--- config.mk ---
export PLATFORM = sky130hd
export DESIGN_NAME = seq_mult_shift_add
export DESIGN_NICKNAME = d
export VERILOG_FILES = /design/src/rtl/seq_mult_shift_add_pkg.sv /design/src/rtl/seq_mult_shift_add_rca.sv /design/src/rtl/seq_mult_shift_add.sv
export SDC_FILE = /design/constraint.sdc
export NUM_CORES = 1
export LEC_CHECK = 0
export ABC_AREA = 1
export CAP_MARGIN = 0
export CORE_UTILIZATION = 27
export CTS_CLUSTER_DIAMETER = 80
export CTS_CLUSTER_SIZE = 28
export DETAILED_ROUTE_END_ITERATION = 8
export GPL_ROUTABILITY_DRIVEN = 0
export PLACE_DENSITY_LB_ADDON = 0.12
export SLEW_MARGIN = 30
export SYNTH_ARGS = -nofsm -noshare
export SYNTH_HDL_FRONTEND = slang
export SYNTH_HIERARCHICAL = 1
export SYNTH_SLANG_ARGS = --single-unit
--- constraint.sdc ---
create_clock -name clk -period 3.16 [get_ports clk]
set_clock_uncertainty 0.1 [all_clocks]
set_input_delay 0.632 -clock clk [delete_from_list [all_inputs] [get_ports clk]]
set_output_delay 0.632 -clock clk [all_outputs]
set_load 0.02 [all_outputs]
--- src/rtl/seq_mult_shift_add_pkg.sv ---
// Shared definitions for the shift-and-add multiplier: state encoding and
// a constant-evaluable clog2 used to size the step counter.
package seq_mult_shift_add_pkg;

  localparam logic [1:0] ST_IDLE = 2'd0;
  localparam logic [1:0] ST_CALC = 2'd1;
  localparam logic [1:0] ST_DONE = 2'd2;

  // Number of bits needed to encode values 0..value-1.
  function automatic int clog2(input int value);
    int res;
    int v;
    res = 0;
    v   = value - 1;
    while (v > 0) begin
      res = res + 1;
      v   = v >> 1;
    end
    return res;
  endfunction

endpackage

--- src/rtl/seq_mult_shift_add_rca.sv ---
// Ripple-carry adder stage built from a single-bit full-adder cell.

module full_adder_cell (
  input  logic a,
  input  logic b,
  input  logic cin,
  output logic sum,
  output logic cout
);

  // One-bit sum and majority carry.
  always_comb begin
    sum  = a ^ b ^ cin;
    cout = (a & b) | (a & cin) | (b & cin);
  end

endmodule

module rca_nbit #(
  parameter int WIDTH = 4
) (
  input  logic [WIDTH-1:0] a,
  input  logic [WIDTH-1:0] b,
  input  logic             cin,
  output logic [WIDTH-1:0] sum,
  output logic             cout
);

  logic [WIDTH:0] carry;

  assign carry[0] = cin;
  assign cout     = carry[WIDTH];

  for (genvar i = 0; i < WIDTH; i++) begin : g_bit
    full_adder_cell u_fa (
      .a   (a[i]),
      .b   (b[i]),
      .cin (carry[i]),
      .sum (sum[i]),
      .cout(carry[i+1])
    );
  end

endmodule

--- src/rtl/seq_mult_shift_add.sv ---
// Sequential unsigned WIDTH x WIDTH multiplier. One ripple-carry add per
// cycle; the adder carry-out becomes the accumulator MSB before the right
// shift, so the full 2*WIDTH product is formed without overflow.
//
// state | meaning
// IDLE  | waiting for operands, in_ready high
// CALC  | WIDTH shift-and-add steps, one per clock
// DONE  | product held on out_P until out_ready
module seq_mult_shift_add
  import seq_mult_shift_add_pkg::*;
#(
  parameter int WIDTH = 4
) (
  input  logic               clk,
  input  logic               rst_n,
  input  logic               in_valid,
  output logic               in_ready,
  input  logic [WIDTH-1:0]   in_A,
  input  logic [WIDTH-1:0]   in_B,
  output logic               out_valid,
  input  logic               out_ready,
  output logic [2*WIDTH-1:0] out_P,
  output logic               busy
);

  localparam int                CNT_W    = clog2(WIDTH + 1);
  localparam logic [CNT_W-1:0]  CNT_LAST = CNT_W'(WIDTH - 1);
  localparam logic [CNT_W-1:0]  CNT_ONE  = CNT_W'(1);

  logic [1:0]         state_q, state_d;
  logic [WIDTH-1:0]   mcand_q, mcand_d;
  logic [2*WIDTH-1:0] acc_q,   acc_d;
  logic [CNT_W-1:0]   cnt_q,   cnt_d;
  logic [2*WIDTH-1:0] out_p_q, out_p_d;

  logic [WIDTH-1:0]   acc_hi;
  logic [WIDTH-1:0]   acc_lo;
  logic [WIDTH-1:0]   add_sum;
  logic               add_cout;

  assign acc_hi = acc_q[2*WIDTH-1:WIDTH];
  assign acc_lo = acc_q[WIDTH-1:0];

  // The adder always sees mcand + hi; the step decides whether to keep it.
  rca_nbit #(
    .WIDTH(WIDTH)
  ) u_rca (
    .a   (mcand_q),
    .b   (acc_hi),
    .cin (1'b0),
    .sum (add_sum),
    .cout(add_cout)
  );

  // Next-state: operand capture, shift-and-add step, output handshake.
  always_comb begin
    state_d = state_q;
    mcand_d = mcand_q;
    acc_d   = acc_q;
    cnt_d   = cnt_q;
    out_p_d = out_p_q;
    case (state_q)
      ST_IDLE: begin
        if (in_valid) begin
          mcand_d = in_A;
          acc_d   = {{WIDTH{1'b0}}, in_B};
          cnt_d   = '0;
          state_d = ST_CALC;
        end
      end
      ST_CALC: begin
        if (acc_lo[0]) begin
          acc_d = {add_cout, add_sum, acc_lo[WIDTH-1:1]};
        end else begin
          acc_d = {1'b0, acc_hi, acc_lo[WIDTH-1:1]};
        end
        cnt_d = cnt_q + CNT_ONE;
        if (cnt_q == CNT_LAST) begin
          // Product register only updates with a complete result.
          out_p_d = acc_d;
          state_d = ST_DONE;
        end
      end
      ST_DONE: begin
        if (out_ready) begin
          state_d = ST_IDLE;
        end
      end
      default: begin
        state_d = ST_IDLE;
      end
    endcase
  end

  // State and datapath registers; reset aborts any operation in flight.
  always_ff @(posedge clk or negedge rst_n) begin
    if (!rst_n) begin
      state_q <= ST_IDLE;
      mcand_q <= '0;
      acc_q   <= '0;
      cnt_q   <= '0;
      out_p_q <= '0;
    end else begin
      state_q <= state_d;
      mcand_q <= mcand_d;
      acc_q   <= acc_d;
      cnt_q   <= cnt_d;
      out_p_q <= out_p_d;
    end
  end

  // Handshake outputs are pure decodes of the state register.
  always_comb begin
    in_ready  = (state_q == ST_IDLE);
    out_valid = (state_q == ST_DONE);
    busy      = (state_q == ST_CALC) || (state_q == ST_DONE);
    out_P     = out_p_q;
  end

endmodule

==> impl_metrics.env, run 1 <==
export IMPL_run_status="finished with violations"
export IMPL_violations="DRC"
export IMPL_fp_dieArea_um2=4970
export IMPL_routed_antenna_nets=0
export IMPL_timing_max_cap_violations=0
export IMPL_postPlaceCellArea_um2=1530
export IMPL_cellLeakagePower_uw=0.000741
export IMPL_floorplan_die_height_um=70.5
export IMPL_floorplan_die_width_um=70.5
export IMPL_cts_tree="built"
export IMPL_power_density_cells_nw_per_um2=940
export IMPL_worst_setup_hold_path_clk_slew_ns=0.09
export IMPL_n_fill_cell=468
export IMPL_cts_htree_levels=1
export IMPL_yosys_cell_types_count=21
export IMPL_port_buffers=22
export IMPL_multiInputGateArea_um2=543
export IMPL_grt_start_max_net_pins=26
export IMPL_cts_hold_buf=0
export IMPL_wire_length_per_cell_after_detailed_routing_um=12.5
export IMPL_drt_pass1_iter_count=7
export IMPL_synth_area_um2=1270
export IMPL_largest_vdd_supply_drop_v=0.000236
export IMPL_ys_top_cells_by_area="sky130_fd_sc_hd__dfrtp_1 49%, sky130_fd_sc_hd__nand2_1 14%, sky130_fd_sc_hd__o21ai_0 7.9%"
export IMPL_grt_first_pass_wirelength_mm=4.90
export IMPL_worst_hold_slack_ns=0.383
export IMPL_timing_critical_path_from_type="flip-flop"
export IMPL_fin_crit_ns=2.71
export IMPL_antenna_cells=0
export IMPL_stdcell_area_um2=1570
export IMPL_synth_warning_count=6
export IMPL_min_delay_path_class="flip-flop to flip-flop"
export IMPL_cts_made_buffers=3
export IMPL_ios=23
export IMPL_critical_path_startpoint="state_q[0]"
export IMPL_slew_headroom_pct=65.0
export IMPL_clk_latency_ns=0.27
export IMPL_area_growth_synth_to_final_pct=24.2
export IMPL_final_hold_violation_count=0
export IMPL_clock_sinks=25
export IMPL_fin_crit_sh_pct=85.7
export IMPL_layout_nets=188
export IMPL_route_final_wire_length_mm=2.72
export IMPL_fin_ws_ns=0.453
export IMPL_synth_area_leader_cell="sky130_fd_sc_hd__dfrtp_1"
export IMPL_timing_rr_start="mcand_q[0]"
export IMPL_placement_rows=24
export IMPL_post_cts_resize_count=0
export IMPL_antenna_found_initial=0
export IMPL_drt_drc_violations_left=6
export IMPL_endpoint_kind="output port"
export IMPL_first_global_vias=1032
export IMPL_grt_overflow_total=0
export IMPL_start_util_pct=28.5
export IMPL_yosys_area_top_type_share_pct=49.4
export IMPL_detailed_place_hpwl_mm=2.03
export IMPL_cts_root_buffer="sky130_fd_sc_hd__clkbuf_8"
export IMPL_post_cts_buffers=0
export IMPL_drv_slew=0
export IMPL_detailedPlace_worstSlack_ns=0.514
export IMPL_tightest_slew_ns=0.525
export IMPL_post_synth_inst_count=143
export IMPL_grt_setup_unrepaired="no"
export IMPL_drive_above_1_share_pct=5.42
export IMPL_area_sequential_um2=626
export IMPL_syn_area_per_cell_um2=8.86
export IMPL_initialDrtViolationCount=75
export IMPL_detail_route_vias_per_cell=4.64
export IMPL_buffer_depth_of_the_longest_clock_path=2
export IMPL_largest_driver_fanout_on_the_critical_path=11
export IMPL_finalSetupViolCount=0
export IMPL_vias=1011
export IMPL_timing_fmax_mhz=369
export IMPL_worst_setup_path_class="flip-flop to output port"
export IMPL_core_area_um2=4440
export IMPL_critPathRequiredTime_ns=2.43
export IMPL_gr_usage_all_layers_pct=12.4
export IMPL_arrival_ns=1.97
export IMPL_synth_ff_latch_count=25
export IMPL_hold_start="out_P[4]"
export IMPL_tns_ns=0
export IMPL_mappedNetlistNets=164
export IMPL_ys_seq_area_share_pct=49.4
==> synthesized netlist by cell type <==
| cell | instances |
|---|---|
| sky130_fd_sc_hd__a21oi_1 | 1 |
| sky130_fd_sc_hd__buf_2 | 1 |
| sky130_fd_sc_hd__buf_6 | 2 |
| sky130_fd_sc_hd__clkbuf_1 | 1 |
| sky130_fd_sc_hd__conb_1 | 1 |
| sky130_fd_sc_hd__dfrtp_1 | 25 |
| sky130_fd_sc_hd__fa_1 | 4 |
| sky130_fd_sc_hd__ha_1 | 5 |
| sky130_fd_sc_hd__inv_1 | 17 |
| sky130_fd_sc_hd__inv_2 | 1 |
| sky130_fd_sc_hd__nand2_1 | 48 |
| sky130_fd_sc_hd__nand2_2 | 1 |
| sky130_fd_sc_hd__nand3_1 | 7 |
| sky130_fd_sc_hd__nand3_2 | 1 |
| sky130_fd_sc_hd__nand4_1 | 3 |
| sky130_fd_sc_hd__nor2_1 | 1 |
| sky130_fd_sc_hd__o211ai_1 | 1 |
| sky130_fd_sc_hd__o21a_1 | 1 |
| sky130_fd_sc_hd__o21ai_0 | 20 |
| sky130_fd_sc_hd__o21ai_4 | 1 |
| sky130_fd_sc_hd__or2_2 | 1 |
==> path summary, 6_finish.rpt <==
path	to	slack, ns	cells after the start
worst max register to register	acc_q[6]	0.51	8
worst max-delay path	in_ready	0.45	3
worst min register to register	out_P[4]	0.38	2
max in group asynchronous	out_P[0]	2.08	2
worst min-delay path	out_P[4]	0.38	2
min in group asynchronous	out_P[7]	0.62	2
==> layout by cell type (no fill, tap or decap), types with 3 or more instances in the layout <==
cell | netlist | routed
sky130_fd_sc_hd__inv_1 | 17 | 17
sky130_fd_sc_hd__clkbuf_8 | 0 | 3
sky130_fd_sc_hd__o21ai_0 | 20 | 20
sky130_fd_sc_hd__dfrtp_1 | 25 | 25
sky130_fd_sc_hd__fa_1 | 4 | 4
sky130_fd_sc_hd__ha_1 | 5 | 5
sky130_fd_sc_hd__nand3_1 | 7 | 7
sky130_fd_sc_hd__nand2_1 | 48 | 48
sky130_fd_sc_hd__nand4_1 | 3 | 3
sky130_fd_sc_hd__clkdlybuf4s50_1 | 0 | 22
==> registers in the layout (all words and copies together), names as in the netlist <==
| name | count |
|---|---|
| acc_q | 8 |
| mcand_q | 4 |
| cnt_q | 3 |
| out_P | 8 |
| state_q | 2 |
==> stage by stage <==
stage	total power (uW)	util (%)	std cells
2_1_floorplan	1060	-	143
3_3_place_gp	1280	34.4	214
3_5_place_dp	1300	34.4	214
4_1_cts	1500	35.4	218
5_1_grt	1620	35.4	218
6_report	1480	35.4	218
==> where the power goes <==
| part | internal (uW) | switching, uW |
|---|---|---|
| logic | 295 | 435 |
| registers | 458 | 98.0 |
| clock network | 90.3 | 104 |
| total | 843 | 637 |
==> layer usage <==
metal,up-vias,track usage (%),part of all wire (%)
li1,498,-,-
met1,476,17.1,47
met2,32,19.3,46
met3,5,2.16,6.0
met4,0,5.44,1.7
met5,-,0,0
==> final cells by class <==
cell class,count,share of cell area (%)
sequential,25,39.7
multi-input combinational,96,34.5
timing repair buffer,23,14.5
inverter,18,4.29
tap,52,4.13
clock buffer,4,2.86
==> critical path, cell delays in order (launching register included) <==
cell                              delay (ns)
sky130_fd_sc_hd__dfrtp_1                0.41
sky130_fd_sc_hd__inv_1                  0.09
sky130_fd_sc_hd__ha_1                   0.49
sky130_fd_sc_hd__clkdlybuf4s50_1        0.71
==> cells by family after synthesis <==
group | Yosys count | share of synthesized area [%]
AND/OR/NAND/NOR | 62 | 20.5
flip-flops | 25 | 49.4
adder cells (fa/ha/maj) | 9 | 11.3
AO/OA/AOI/OAI | 24 | 10.8
other | 1 | 0.296
buffers and inverters | 22 | 7.80
(Power assumes the default switching activity.)
==> run 2, diff against run 1 <==
--- a/config.mk
+++ b/config.mk
@@ -7,6 +7,7 @@
 export LEC_CHECK = 0
 export ABC_AREA = 1
 export CAP_MARGIN = 0
+export CORE_MARGIN = 2
 export CORE_UTILIZATION = 27
 export CTS_CLUSTER_DIAMETER = 80
 export CTS_CLUSTER_SIZE = 28
==> run 2 against run 1 <==
The run now ends clean. Design area increased by 0.24%. Clock power barely moved. Non-clock buffer count unchanged. Core utilization rose by 0.084 points. Clock-buffer cell count decreased by 1. Sequential cell count unchanged. Largest cell class unchanged.
==> impl_metrics.env, run 2 (synthesis gave the netlist of run 1 again) <==
export IMPL_core_area_um2=4440
export IMPL_layout_nets=188
export IMPL_cellLeakagePower_uw=0.000740
export IMPL_grt_setup_unrepaired="no"
export IMPL_initialDrtViolationCount=58
export IMPL_drt_drc_violations_left=0
export IMPL_largest_vdd_supply_drop_v=0.000237
export IMPL_report_power_total_uw=1470
export IMPL_grt_overflow_total=0
export IMPL_start_util_pct=28.5
export IMPL_fin_ws_ns=0.477
export IMPL_net_sw_share_pct=42.7
export IMPL_critical_path_buf_inv_count=0
export IMPL_worst_setup_hold_path_clk_slew_ns=0.10
export IMPL_port_buffers=22
export IMPL_r2r_cells=8
export IMPL_worst_setup_path_class="flip-flop to flip-flop"
export IMPL_route_final_wire_length_mm=2.60
export IMPL_arrival_ns=2.72
export IMPL_wire_length_per_cell_after_detailed_routing_um=11.9
export IMPL_first_global_vias=900
export IMPL_clock_power_share_pct=13.2
export IMPL_floorplan_die_height_um=72.5
export IMPL_post_cts_resize_count=0
export IMPL_vias=982
export IMPL_routed_antenna_nets=0
export IMPL_buffer_depth_of_the_longest_clock_path=2
export IMPL_drive_above_1_share_pct=6.02
export IMPL_net_switching_power_uw=628
export IMPL_clk_latency_ns=0.27
export IMPL_layout_cells_most_common_list="48 x sky130_fd_sc_hd__nand2_1, 25 x sky130_fd_sc_hd__dfrtp_1, 22 x sky130_fd_sc_hd__clkdlybuf4s50_1"
export IMPL_finalSetupViolCount=0
export IMPL_n_fill_cell=481
export IMPL_crit_path_top_delay_cell="sky130_fd_sc_hd__fa_1"
export IMPL_worst_r2r_endpoint="acc_q[6]"
export IMPL_ios=23
export IMPL_detail_route_vias_per_cell=4.50
export IMPL_timing_critical_path_from_type="flip-flop"
export IMPL_timing_critical_path_slowest_cell_delay_ns=0.45
export IMPL_cts_htree_levels=1
export IMPL_power_density_cells_nw_per_um2=932
export IMPL_share_comb_of_total_power_pct=49.0
export IMPL_fp_dieArea_um2=5260
export IMPL_critical_path_most_common_cell="sky130_fd_sc_hd__fa_1"
export IMPL_timing_fmax_mhz=373
export IMPL_min_path_cells=2
export IMPL_final_hold_violation_count=0
export IMPL_fin_crit_sh_pct=84.9
export IMPL_intPower_uw=842
export IMPL_crit_chain="fa_1, fa_1, fa_1, fa_1, nand2_1, o21ai_0, nand2_1, o21ai_0"
export IMPL_antenna_cells=0
export IMPL_reg2reg_setup_slack_ns=0.48
export IMPL_area_growth_synth_to_final_pct=24.5
export IMPL_antenna_found_initial=0
export IMPL_drv_slew=0
export IMPL_placement_rows=24
export IMPL_grt_first_pass_wirelength_mm=4.50
export IMPL_mostFrequentLayoutCell="sky130_fd_sc_hd__nand2_1"
export IMPL_floorplan_die_width_um=72.5
export IMPL_fin_crit_ns=2.68
export IMPL_critPathRequiredTime_ns=3.20
export IMPL_gr_usage_all_layers_pct=10.9
export IMPL_drt_pass1_iter_count=4
export IMPL_cts_hold_buf=0
export IMPL_hold_end="out_P[5]"
export IMPL_timing_max_cap_violations=0
export IMPL_cts_tree="built"
export IMPL_cts_root_buffer="sky130_fd_sc_hd__clkbuf_8"
export IMPL_detailedPlace_worstSlack_ns=0.528
export IMPL_timing_rr_start="mcand_q[0]"
export IMPL_clock_sinks=25
export IMPL_detailed_place_hpwl_mm=1.96
export IMPL_hold_start="out_P[5]"
export IMPL_endpoint_kind="flip-flop"
export IMPL_grt_start_max_net_pins=26
export IMPL_post_cts_buffers=0
export IMPL_p_seq_share_pct=37.8
export IMPL_tns_ns=0
export IMPL_min_delay_path_class="flip-flop to flip-flop"
export IMPL_cts_made_buffers=3
export IMPL_largest_driver_fanout_on_the_critical_path=2
export IMPL_run_status="complete, no violations"
export IMPL_family_with_the_most_delay_on_the_worst_path="adder cells"
[run 2: cell types whose count changed in the layout (fill, tap and decap cells not counted), sizes merged]
cell / previous run / this run
clkbuf: 4 / 3
clkinvlp: 0 / 1
[run 2: worst max path at each step]
stage          startpoint  endpoint  cells after the start
6_report       mcand_q[0]  acc_q[6]                      8
5_1_grt        mcand_q[0]  acc_q[6]                      8
4_1_cts        mcand_q[0]  acc_q[6]                      8
3_5_place_dp   mcand_q[0]  acc_q[6]                      8
3_3_place_gp   mcand_q[0]  acc_q[6]                      8
2_1_floorplan  mcand_q[0]  acc_q[6]                      8
[run 2: power by group through the flow]
stage                     Combinational [uW]  Sequential (uW)  Clock [uW]
after floorplan                          464              593           0
after global placement                   722              561           0
after detailed placement                 727              563           0
after CTS                                735              559         204
after global routing                     826              577         223
final                                    721              556         194
[run 2: worst register-to-register path, stage by stage, from the launching register on]
cell	delay [ns]
sky130_fd_sc_hd__dfrtp_1	0.42
sky130_fd_sc_hd__fa_1	0.44
sky130_fd_sc_hd__fa_1	0.39
sky130_fd_sc_hd__fa_1	0.40
sky130_fd_sc_hd__fa_1	0.45
sky130_fd_sc_hd__nand2_1	0.07
sky130_fd_sc_hd__o21ai_0	0.11
sky130_fd_sc_hd__nand2_1	0.09
sky130_fd_sc_hd__o21ai_0	0.07
[run 2: cell type report]
type / count / area (um2) / share of cell area, %
flip-flops and latches: 25 / 626 / 39.7
multi-input cells: 96 / 543 / 34.4
repair buffers: 23 / 228 / 14.4
inverters: 18 / 67.6 / 4.28
well taps: 52 / 65.1 / 4.12
clock buffers: 3 / 41.3 / 2.62
clock inverters: 1 / 7.51 / 0.476
[run 2: stage by stage]
stage / util, % / std cells / hold slack, ns / area, um2
6_report: 35.5 / 218 / 0.383 / 1580
2_1_floorplan: - / 143 / 0.236 / 1270
4_1_cts: 35.5 / 218 / 0.389 / 1580
3_3_place_gp: 34.4 / 214 / 0.365 / 1530
5_1_grt: 35.5 / 218 / 0.407 / 1580
3_5_place_dp: 34.4 / 214 / 0.366 / 1530
[run 2: layer usage]
layer / track usage, % / vias up / wire length [um]
li1: - / 497 / -
met1: 15.2 / 465 / 1260
met2: 17.8 / 18 / 1230
met3: 1.81 / 2 / 96
met4: 2.47 / 0 / 12
met5: 0 / - / 0
